==> config.mk <==
export PLATFORM = sky130hd
export DESIGN_NAME = record_fifo
export DESIGN_NICKNAME = d
export VERILOG_FILES = /design/src/rtl/record_fifo_pkg.sv /design/src/rtl/record_assembler.sv /design/src/rtl/record_fifo.sv
export SDC_FILE = /design/constraint.sdc
export NUM_CORES = 2
export LEC_CHECK = 0
export CORE_AREA = 2 2 859 433
export DETAILED_ROUTE_END_ITERATION = 6
export DIE_AREA = 0 0 861 435
export PLACE_DENSITY = 0.73
export SLEW_MARGIN = 0
export SYNTH_ARGS = -nofsm -noshare
export SYNTH_HDL_FRONTEND = slang
export SYNTH_SLANG_ARGS = --single-unit
==> constraint.sdc <==
create_clock -name clk -period 7.9 [get_ports clk]
set_clock_uncertainty 0.15 [all_clocks]
set_input_delay 1.58 -clock clk [delete_from_list [all_inputs] [get_ports clk]]
set_output_delay 1.58 -clock clk [all_outputs]
set_load 0.05 [all_outputs]
==> src/rtl/record_fifo_pkg.sv <==
// record_fifo_pkg
//   Shared types and width helpers for the record FIFO and the MotionSegment
//   segment loader that consumes its records.
//   - fifo_state_t : occupancy state of the record FIFO
//   - record_w()   : record width in bits (RECORD_WORDS * IN_WIDTH)
//   - level_w()    : width of the fill-level counter for a given depth
//   - wcnt_w()     : width of the word counter inside the assembler
//   - ptr_w()      : width of the wrapping read/write pointers
//   - MSEG_*       : record layout used by the MotionSegment loader
package record_fifo_pkg;

  typedef enum logic [1:0] {
    ST_EMPTY  = 2'd0,
    ST_ACTIVE = 2'd1,
    ST_FULL   = 2'd2
  } fifo_state_t;

  function automatic int record_w(input int in_width, input int record_words);
    return in_width * record_words;
  endfunction

  function automatic int level_w(input int slots);
    return $clog2(slots + 1);
  endfunction

  function automatic int wcnt_w(input int record_words);
    return $clog2(record_words);
  endfunction

  // One extra bit over the slot index so the pointers wrap naturally.
  function automatic int ptr_w(input int slots);
    return $clog2(slots) + 1;
  endfunction

  // Bit offset of word idx inside a record; word 0 is the least significant.
  function automatic int word_lsb(input int idx, input int in_width);
    return idx * in_width;
  endfunction

  // MotionSegment record layout: 16 bytes per segment, 32 segments buffered.
  localparam int MSEG_IN_WIDTH     = 8;
  localparam int MSEG_RECORD_WORDS = 16;
  localparam int MSEG_SLOTS        = 32;
  localparam int MSEG_RECORD_W     = record_w(MSEG_IN_WIDTH, MSEG_RECORD_WORDS);

  typedef logic [level_w(MSEG_SLOTS)-1:0]        level_t;
  typedef logic [wcnt_w(MSEG_RECORD_WORDS)-1:0]  wcnt_t;

endpackage

==> src/rtl/record_assembler.sv <==
// record_assembler
//   Collects IN_WIDTH-bit words into a RECORD_WORDS-word record.
//   Ports:
//     clk, rst       clock, asynchronous active-low reset
//     accept         a word is transferred this cycle (in_valid && in_ready)
//     in_data        input word
//     in_last        sender marks the final word of a record
//     in_abort       drop the partial record (and any word accepted with it)
//     flush          drop the partial record
//     commit         strobe: record is complete this cycle
//     record         complete record, valid while commit is high
//     err_short      one-cycle pulse after a record closed early by in_last
module record_assembler
  import record_fifo_pkg::*;
#(
  parameter int IN_WIDTH     = 8,
  parameter int RECORD_WORDS = 16
) (
  input  logic                                      clk,
  input  logic                                      rst,
  input  logic                                      accept,
  input  logic [IN_WIDTH-1:0]                       in_data,
  input  logic                                      in_last,
  input  logic                                      in_abort,
  input  logic                                      flush,
  output logic                                      commit,
  output logic [record_w(IN_WIDTH, RECORD_WORDS)-1:0] record,
  output logic                                      err_short
);

  localparam int WCNT_W = wcnt_w(RECORD_WORDS);
  localparam int LOW_W  = (RECORD_WORDS - 1) * IN_WIDTH;
  localparam logic [WCNT_W-1:0] LAST_IDX = WCNT_W'(RECORD_WORDS - 1);

  logic [WCNT_W-1:0] wcnt_p0;
  logic [LOW_W-1:0]  asm_p0;
  logic              at_last;
  logic              take;
  logic              short_rec;

  // An aborted or flushed word is never stored, so it can neither commit
  // nor raise a short-record error.
  assign at_last   = (wcnt_p0 == LAST_IDX);
  assign take      = accept && !flush && !in_abort;
  assign commit    = take && at_last;
  assign short_rec = take && in_last && !at_last;

  // The final word bypasses the assembly register and joins the record here.
  assign record = {in_data, asm_p0};

  // ---- stage p0: word counter and error flag ----
  always_ff @(posedge clk or negedge rst) begin
    if (!rst) begin
      wcnt_p0   <= '0;
      err_short <= 1'b0;
    end else begin
      err_short <= short_rec;
      if (flush || in_abort || commit || short_rec) begin
        wcnt_p0 <= '0;
      end else if (take) begin
        wcnt_p0 <= wcnt_p0 + 1'b1;
      end
    end
  end

  always_ff @(posedge clk) begin
    for (int i = 0; i < RECORD_WORDS - 1; i++) begin
      if (take && (wcnt_p0 == WCNT_W'(i))) begin
        asm_p0[word_lsb(i, IN_WIDTH) +: IN_WIDTH] <= in_data;
      end
    end
  end

endmodule

==> src/rtl/record_fifo.sv <==
// record_fifo
//   Assembles input words into fixed-size records, queues up to SLOTS records
//   and presents the head record through a registered valid/ready output.
//   Ports:
//     clk, rst              clock, asynchronous active-low reset
//     in_valid/in_ready     input word handshake
//     in_data, in_last      input word and end-of-record marker
//     in_abort              drop the partially assembled record
//     flush                 drop everything, including queued records
//     out_valid/out_ready   output record handshake
//     out_record            head record, word 0 in the low bits
//     level                 committed records, including the presented one
//     almost_full           level >= ALMOST_FULL
//     err_short             pulse after a record closed early by in_last
module record_fifo
  import record_fifo_pkg::*;
#(
  parameter int IN_WIDTH     = 8,
  parameter int RECORD_WORDS = 16,
  parameter int SLOTS        = 32,
  parameter int ALMOST_FULL  = SLOTS - 2
) (
  input  logic                                        clk,
  input  logic                                        rst,
  input  logic                                        in_valid,
  input  logic [IN_WIDTH-1:0]                         in_data,
  input  logic                                        in_last,
  output logic                                        in_ready,
  input  logic                                        in_abort,
  input  logic                                        flush,
  output logic                                        out_valid,
  input  logic                                        out_ready,
  output logic [record_w(IN_WIDTH, RECORD_WORDS)-1:0] out_record,
  output logic [level_w(SLOTS)-1:0]                   level,
  output logic                                        almost_full,
  output logic                                        err_short
);

  localparam int REC_W   = record_w(IN_WIDTH, RECORD_WORDS);
  localparam int LEVEL_W = level_w(SLOTS);
  localparam int PTR_W   = ptr_w(SLOTS);
  localparam int IDX_W   = PTR_W - 1;
  localparam logic [LEVEL_W-1:0] LEVEL_FULL = LEVEL_W'(SLOTS);
  localparam logic [LEVEL_W-1:0] LEVEL_AF   = LEVEL_W'(ALMOST_FULL);

  logic               accept;
  logic               commit_p0;
  logic [REC_W-1:0]   record_p0;

  logic [REC_W-1:0]   mem [SLOTS];
  logic [PTR_W-1:0]   wptr_q;
  logic [PTR_W-1:0]   rptr_q;
  logic [LEVEL_W-1:0] level_q;
  logic [LEVEL_W-1:0] level_nxt;
  logic [LEVEL_W-1:0] queued;
  logic               pop;
  logic               load;

  logic               out_valid_p1;
  logic [REC_W-1:0]   out_record_p1;

  fifo_state_t        state_q;
  fifo_state_t        state_nxt;

  assign in_ready = (state_q != ST_FULL) && !flush;
  assign accept   = in_valid && in_ready;

  record_assembler #(
    .IN_WIDTH     (IN_WIDTH),
    .RECORD_WORDS (RECORD_WORDS)
  ) u_assembler (
    .clk       (clk),
    .rst       (rst),
    .accept    (accept),
    .in_data   (in_data),
    .in_last   (in_last),
    .in_abort  (in_abort),
    .flush     (flush),
    .commit    (commit_p0),
    .record    (record_p0),
    .err_short (err_short)
  );

  // Records sitting in storage behind the output register. A record committed
  // this cycle is not counted yet, which gives the output its one-cycle stage.
  assign queued = level_q - {{(LEVEL_W-1){1'b0}}, out_valid_p1};
  assign pop    = out_valid_p1 && out_ready;
  assign load   = (queued != '0) && (!out_valid_p1 || pop);

  always_comb begin
    level_nxt = level_q;
    case ({commit_p0, pop})
      2'b10:   level_nxt = level_q + 1'b1;
      2'b01:   level_nxt = level_q - 1'b1;
      default: level_nxt = level_q;
    endcase
  end

  // State mirrors level; in_ready is taken from it so FULL is a registered flag.
  always_comb begin
    state_nxt = state_q;
    if (flush || (level_nxt == '0)) begin
      state_nxt = ST_EMPTY;
    end else if (level_nxt == LEVEL_FULL) begin
      state_nxt = ST_FULL;
    end else begin
      state_nxt = ST_ACTIVE;
    end
  end

  always_ff @(posedge clk or negedge rst) begin
    if (!rst) begin
      state_q <= ST_EMPTY;
    end else begin
      state_q <= state_nxt;
    end
  end

  // ---- stage p0 -> storage: commit writes the completed record ----
  always_ff @(posedge clk) begin
    if (commit_p0) begin
      mem[wptr_q[IDX_W-1:0]] <= record_p0;
    end
  end

  // ---- stage p1: pointers, level and output register ----
  always_ff @(posedge clk or negedge rst) begin
    if (!rst) begin
      wptr_q        <= '0;
      rptr_q        <= '0;
      level_q       <= '0;
      out_valid_p1  <= 1'b0;
      out_record_p1 <= '0;
    end else if (flush) begin
      wptr_q        <= '0;
      rptr_q        <= '0;
      level_q       <= '0;
      out_valid_p1  <= 1'b0;
      out_record_p1 <= '0;
    end else begin
      level_q <= level_nxt;
      if (commit_p0) begin
        wptr_q <= wptr_q + 1'b1;
      end
      if (load) begin
        out_record_p1 <= mem[rptr_q[IDX_W-1:0]];
        out_valid_p1  <= 1'b1;
        rptr_q        <= rptr_q + 1'b1;
      end else if (pop) begin
        out_valid_p1  <= 1'b0;
      end
    end
  end

  assign out_valid   = out_valid_p1;
  assign out_record  = out_record_p1;
  assign level       = level_q;
  assign almost_full = (level_q >= LEVEL_AF);

endmodule

## Yosys cells after proc, flatten, opt, wreduce, memory -nomap -nowiden

Memory sizes are Yosys's and may differ from the RTL's.
Index checks and enable logic that the tools add are counted.

| storage, ports and cells | value |
|---|---|
| RAM bits | 4096 |
| word-level logic and storage cells | 107 |
| register bits | 274 |
| output and inout port bits | 138 |
| ROM bits | 0 |
| bits of input ports | 15 |
| memories kept | 1 |
| bits in latches | 0 |

Memory list:

| name | depth | width | read ports | clocked after Yosys merged registers in | wr ports | line | text |
|---|---|---|---|---|---|---|---|
| mem | 32 | 128 | 1 | 0 | 1 | record_fifo.sv:50 | `logic [REC_W-1:0] mem [SLOTS];` |

| operators by class | value |
|---|---|
| $mul | 0 |
| equal/unequal tests | 19 |
| muxes and demuxes | 17 |
| divide/modulo/power cells | 0 |
| add/sub/neg operators | 6 |
| magnitude comparators | 1 |
| shift-type cells | 0 |
| reduce and logical (&&, ||, !) cells | 40 |
| bitwise gates (word level) | 0 |

Operators by type and width:

| cell | number |
|---|---|
| 2-to-1 mux 128 bit | 2 |
| equality test 4 bit (second input constant) | 8 |
| 2-to-1 mux 6 bit | 5 |
| logical AND 1 bit | 24 |
| adder 6 x 1 -> 6 bit (second input constant) | 3 |
| equality test 4 x 3 -> 1 bit (second input constant) | 4 |
| one-hot mux 6 bit (2 select lines) | 1 |
| equality test 4 x 2 -> 1 bit (second input constant) | 2 |
| 2-to-1 mux 4 bit | 2 |
| equality test 6 bit (second input constant) | 1 |
| greater-or-equal comparator 6 x 5 -> 1 bit (second input constant) | 1 |
| zero test 6 bit | 1 |
| nonzero test 2 bit | 3 |
| nonzero test 6 bit | 1 |
| subtractor 6 x 1 -> 6 bit | 1 |
| subtractor 6 x 1 -> 6 bit (second input constant) | 1 |
| logical OR 1 bit | 5 |
| 2-to-1 mux 1 bit | 5 |
| adder 4 x 1 -> 4 bit (second input constant) | 1 |
| equality test 4 x 1 -> 1 bit (second input constant) | 1 |
| zero test 1 bit | 4 |
| zero test 4 bit | 1 |
| 2-to-1 mux 2 bit | 2 |
| nonzero test 3 bit | 1 |
| 3 further kinds | 3 |

## Logic depth before layout (Yosys ltp)

| depth | value |
|---|---|
| depth in word-level cells | 11 |
| depth in mapped cells | 17 |
| gate-level depth less buffers | 15 |

## Cells and area by module

Synthesis repeated with hierarchy kept, for this count alone.

| unflattened totals | value |
|---|---|
| cells, all modules | 6608 |
| area, all modules | 163251.6 sq um |

Modules (own cells, without submodules):

| module | sequential area each (sq um) | times used | cells each | area each (sq um) |
|---|---|---|---|---|
| record_fifo | 126676.5 | 1 | 6424 | 159102.6 |
| record_assembler | 3728.6 | 1 | 184 | 4149.0 |

## Worst setup path after synthesis

OpenSTA, ideal clock, no wires.

| timing path | value |
|---|---|
| path type | input to register |
| start | input flush |
| end | memory mem[31][0] in the netlist's numbering, enable pin |
| path slack | -0.925 ns |
| cell stages on the path | 7 |
| setup time | 0.617 ns |
| data arrival time | 8.057 ns |
| buffers on the path | 1 |
| data required time | 7.133 ns |
| cells stage by stage | nor2_1 and3b_1 buf_2 nand2_1 nor2_1 nand2_1 nor2_1 |

| between the ends | value |
|---|---|
| longest elaborated chain between the ends | 8 |

RTL lines:

| item | line | text |
|---|---|---|
| start: declaration | record_fifo.sv:30 | `input logic flush,` |
| zero test 1 bit * | record_assembler.sv:44, record_fifo.sv:65 |  |
| logical AND 1 bit | record_fifo.sv:65 | `assign in_ready = (state_q != ST_FULL) && !flush;` |
| logical AND 1 bit | record_fifo.sv:66 | `assign accept = in_valid && in_ready;` |
| logical AND 1 bit * (2 in a row) | record_assembler.sv:44 | `assign take = accept && !flush && !in_abort;` |
| logical AND 1 bit * | record_assembler.sv:45 | `assign commit = take && at_last;` |
| 2-to-1 mux 1 bit * | record_fifo.sv:121 | `if (commit_p0) begin` |
| 2-to-1 mux 1 bit (not written as such) * | record_fifo.sv:122 | `mem[wptr_q[IDX_W-1:0]] <= record_p0;` |
| end: declaration | record_fifo.sv:50 |  |

Every way passes the cells marked *; elsewhere a longest branch is shown, timed or not.

## Final worst setup path

| timing path | value |
|---|---|
| start | input in_abort |
| end | memory mem[8][71] in the netlist's numbering, enable pin |

| between the ends | value |
|---|---|
| longest elaborated chain between the ends | 5 |

RTL lines:

| item | line | text |
|---|---|---|
| start: declaration | record_fifo.sv:29 | `input logic in_abort,` |
| zero test 1 bit | record_assembler.sv:44 |  |
| logical AND 1 bit | record_assembler.sv:44 |  |
| logical AND 1 bit | record_assembler.sv:45 |  |
| 2-to-1 mux 1 bit | record_fifo.sv:121 |  |
| 2-to-1 mux 1 bit (not written as such) | record_fifo.sv:122 |  |

No other way between the ends.

==> metrics.md <==
| Metric | Value |
|---|---|
| Outcome | `finished clean` |
| Post-route DRC violation count | `0` |
| Path depth of the worst reg2reg path | `7` |
| Distinct cells, synth | `40` |
| I/O pins | `between 150 and 200` |
| Dpl hpwl | `approximately 210,000 um` |
| Synth warn | `0` |
| Clk_lat worst skew | `0.97 ns` |
| Worst Setup Path Type | `in2reg` |
| Slowest stage delay, CP | `between 1 and 1.5 ns` |
| Peak Freq | `187 MHz` |
| Worst Hold Path Cells | `2` |
| Die ar. | `0.375 sq mm` |
| Antenna violations before repair | `10` |
| Synth area leader | `edfxtp_1` |
| First-pass GRT wire length | `579,000 um` |
| Wirelength, routed | `between 400,000 and 500,000 um` |
| Die height | `~440 um` |
| Area contributors post-synth | `edfxtp_1, mux4_2, dfrtp_1, mux2i_1, a211oi_1` |
| CTS Buffer Depth | `4` |
| First-pass detailed-route iteration total | `6` |
| Setup violators final | `0` |
| Post-CTS sizing | `0` |
| Worst-margin pin slew | `1.35 ns` |
| Num rows | `about 160` |
| Root Buffer | `clkbuf_16` |
| Dpl cells | `~12,000` |
| Setup bufs post-CTS | `0` |
| Register area share after synthesis | `between 70% and 80%` |
| Syn Area/Cell | `about 25 sq um` |
| Vias in the first global route | `75,800` |
| IO buf count | `between 150 and 200` |
| Nature of the critical path endpoint | `flop` |
| RSZ-0062 raised after global routing | `no` |
| Fin crit share | `around two thirds` |
| CTS tree | `yes` |
| Sink Count | `around 4,400` |
| Share of the synthesized area in the top cell type | `between 70 and 80%` |
| Synthesis-stage register bit count | `roughly 4,400` |
| VDD IR max | `~420 uV` |
| Critical path's slowest cell | `nor2_4` |
| Total Routing Usage GR | `21.5%` |
| Starting density of the core | `between 40 and 50%` |
| GRT overflow | `0` |
| Max-slew violations | `0` |
| Cts hold-fix bufs | `0` |
| CP required | `~8.3 ns` |
| Drt initial violations | `~14,000` |
| Die W | `approximately 860 um` |
| Max FO, Critical Path | `63` |
| Crit start category | `primary input` |
| Tot Pwr | `54.9 mW` |
| Final net count | `around 7,000` |
| Critical Path, Cell by Cell | `clkdlybuf4s50_1 > nor2_1 > and3b_1 > nand2_1 > nor2_1 > nand2_1 > nor2_4 > buf_12` |
| Pwr/cell area | `slightly below 300 mW/mm^2` |
| Final hold violation count | `0` |
| Min cycle time layout | `between 5 and 6 ns` |
| Synth Flop Type | `edfxtp_1` |
| Final non-filler cell total | `between 10,000 and 15,000` |
| P&R area growth vs syn | `12.3%` |
| FFs w/ async S/R, synth | `3.48%` |
| Slew margin rel. | `about a tenth` |
| Max cap viols | `0` |
| Data arrival, critical path | `between 5 and 6 ns` |
| Number of H-tree levels | `5` |
| Core Region | `0.368 sq mm` |
| Wire length per cell | `33.3 um` |
| Leak | `around 55 nW` |
| Min-Delay Path Class | `reg2reg` |
| CTS Buf Count | `about 370` |
| Mapped Cells | `around 6,600` |
| Routed Antenna Nets | `0` |
| Drt via density | `approximately 6.2` |
| Routed via count | `approximately 76,000` |
| Post-synthesis net count | `approximately 6,600` |
| Syn Std Cell Area | `about 0.16 sq mm` |
| Filler cells | `27,800` |
| Clk slew on worst S/H paths | `0.06 ns` |
| Gpl congestion | `~0.81` |
| EDFF count, synth | `between 4,000 and 5,000` |
| Largest net degree at the start of global routing | `roughly 170` |
| Share of cells above drive strength 1 | `between 20% and 30%` |
| Fin Setup TNS | `0 ns` |
-- synth_stat cells, types with 4 or more instances --
| library cell | number |
|---|---|
| edfxtp_1 | 4216 |
| mux4_2 | 1280 |
| nor2_1 | 197 |
| clkbuf_1 | 188 |
| dfrtp_1 | 152 |
| mux2i_1 | 131 |
| a211oi_1 | 128 |
| buf_2 | 119 |
| buf_1 | 35 |
| nand2_1 | 19 |
| buf_6 | 16 |
| ha_1 | 12 |
| xor2_1 | 12 |
| a21oi_1 | 10 |
| inv_1 | 8 |
| xnor2_1 | 7 |
| nand3_1 | 5 |
| nand3b_1 | 5 |
| nand4_1 | 5 |
| nor3_1 | 5 |
| nor2b_1 | 4 |
| o21ai_0 | 4 |
-- metal layers --
layer	GRT usage, %	share of wire, %	vias to the layer above
met5	0	0	-
met4	3.90	1.9	0
met3	4.29	12	502
met2	32.0	46	5211
met1	33.5	40	40700
li1	-	-	29100
-- critical path, delay by kind of cell --
family | cells | cell delay [ns]
buf+inv | 2 | 1.00
simple gates | 6 | 3.06
-- cells by family after synthesis --
logic type / share of synthesized area, %
AO/OA/AOI/OAI: 0.688
adder cells (fa/ha/maj): 0.0912
flip-flops: 79.2
XOR/XNOR: 0.101
buffers and inverters: 0.997
multiplexers: 18.3
AND/OR/NAND/NOR: 0.647
-- power by group --
| part | switching, mW | total (mW) | internal (mW) | leakage [nW] |
|---|---|---|---|---|
| sequential | 0.315 | 25.6 | 25.3 | 39.9 |
| combinational | 5.92 | 11.1 | 5.15 | 9.61 |
| clock | 8.36 | 18.2 | 9.80 | 5.74 |
-- worst paths after layout --
check,start,to,slack (ns)
max,in_abort,mem[8][71],2.54
min,out_record[64],out_record[64],0.42
max reg2reg,state_q[1],mem[8][71],3.20
min reg2reg,out_record[64],out_record[64],0.42
max in group asynchronous,rst,out_record[3],5.79
min in group asynchronous,rst,out_record[57],0.45
-- per-stage QoR --
step	util, %	hold WS, ns	setup WS [ns]	area (sq um)
4_1_cts	50.2	0.421	2.67	185000
3_3_place_gp	47.0	0.411	1.79	173000
5_1_grt	50.2	0.442	2.47	185000
3_5_place_dp	47.0	0.411	1.70	173000
2_1_floorplan	-	0.406	-0.925	165000
6_report	50.2	0.415	2.54	185000
-- final cells by class --
cell class	instances	area, sq um	share of cell area [%]
Sequential cell	4368	130000	70.5
Multi-Input combinational cell	1851	32900	17.8
Clock buffer	439	9600	5.19
Tap cell	4960	6210	3.36
Timing Repair Buffer	326	3540	1.92
Clock inverter	228	2150	1.16
Inverter	8	30.0	0.0162
Antenna cell	1	2.50	0.00135
-- layout by cell type (no fill, tap or decap), drive strengths merged, types with 7 or more instances in the layout --
cell type | synthesis | final
dfrtp | 152 | 152
mux4 | 1280 | 1280
a21oi | 10 | 10
clkdlybuf4s50 | 0 | 142
ha | 12 | 12
edfxtp | 4216 | 4216
buf | 170 | 184
mux2i | 131 | 131
clkinvlp | 0 | 14
xor2 | 12 | 12
inv | 8 | 27
a211oi | 128 | 128
clkbuf | 188 | 439
xnor2 | 7 | 7
nand2 | 19 | 19
clkinv | 0 | 163
bufinv | 0 | 32
nor2 | 197 | 197
-- sequential cells by signal (all words and copies together), names as in the netlist, 2 cells and up --
name / flops
mem: 4096
state_q: 2
level: 6
u_assembler.wcnt_p0: 4
rptr_q: 5
wptr_q: 5
out_record: 128
u_assembler.asm_p0: 120
No activity file was read; power rests on OpenSTA's default activity.
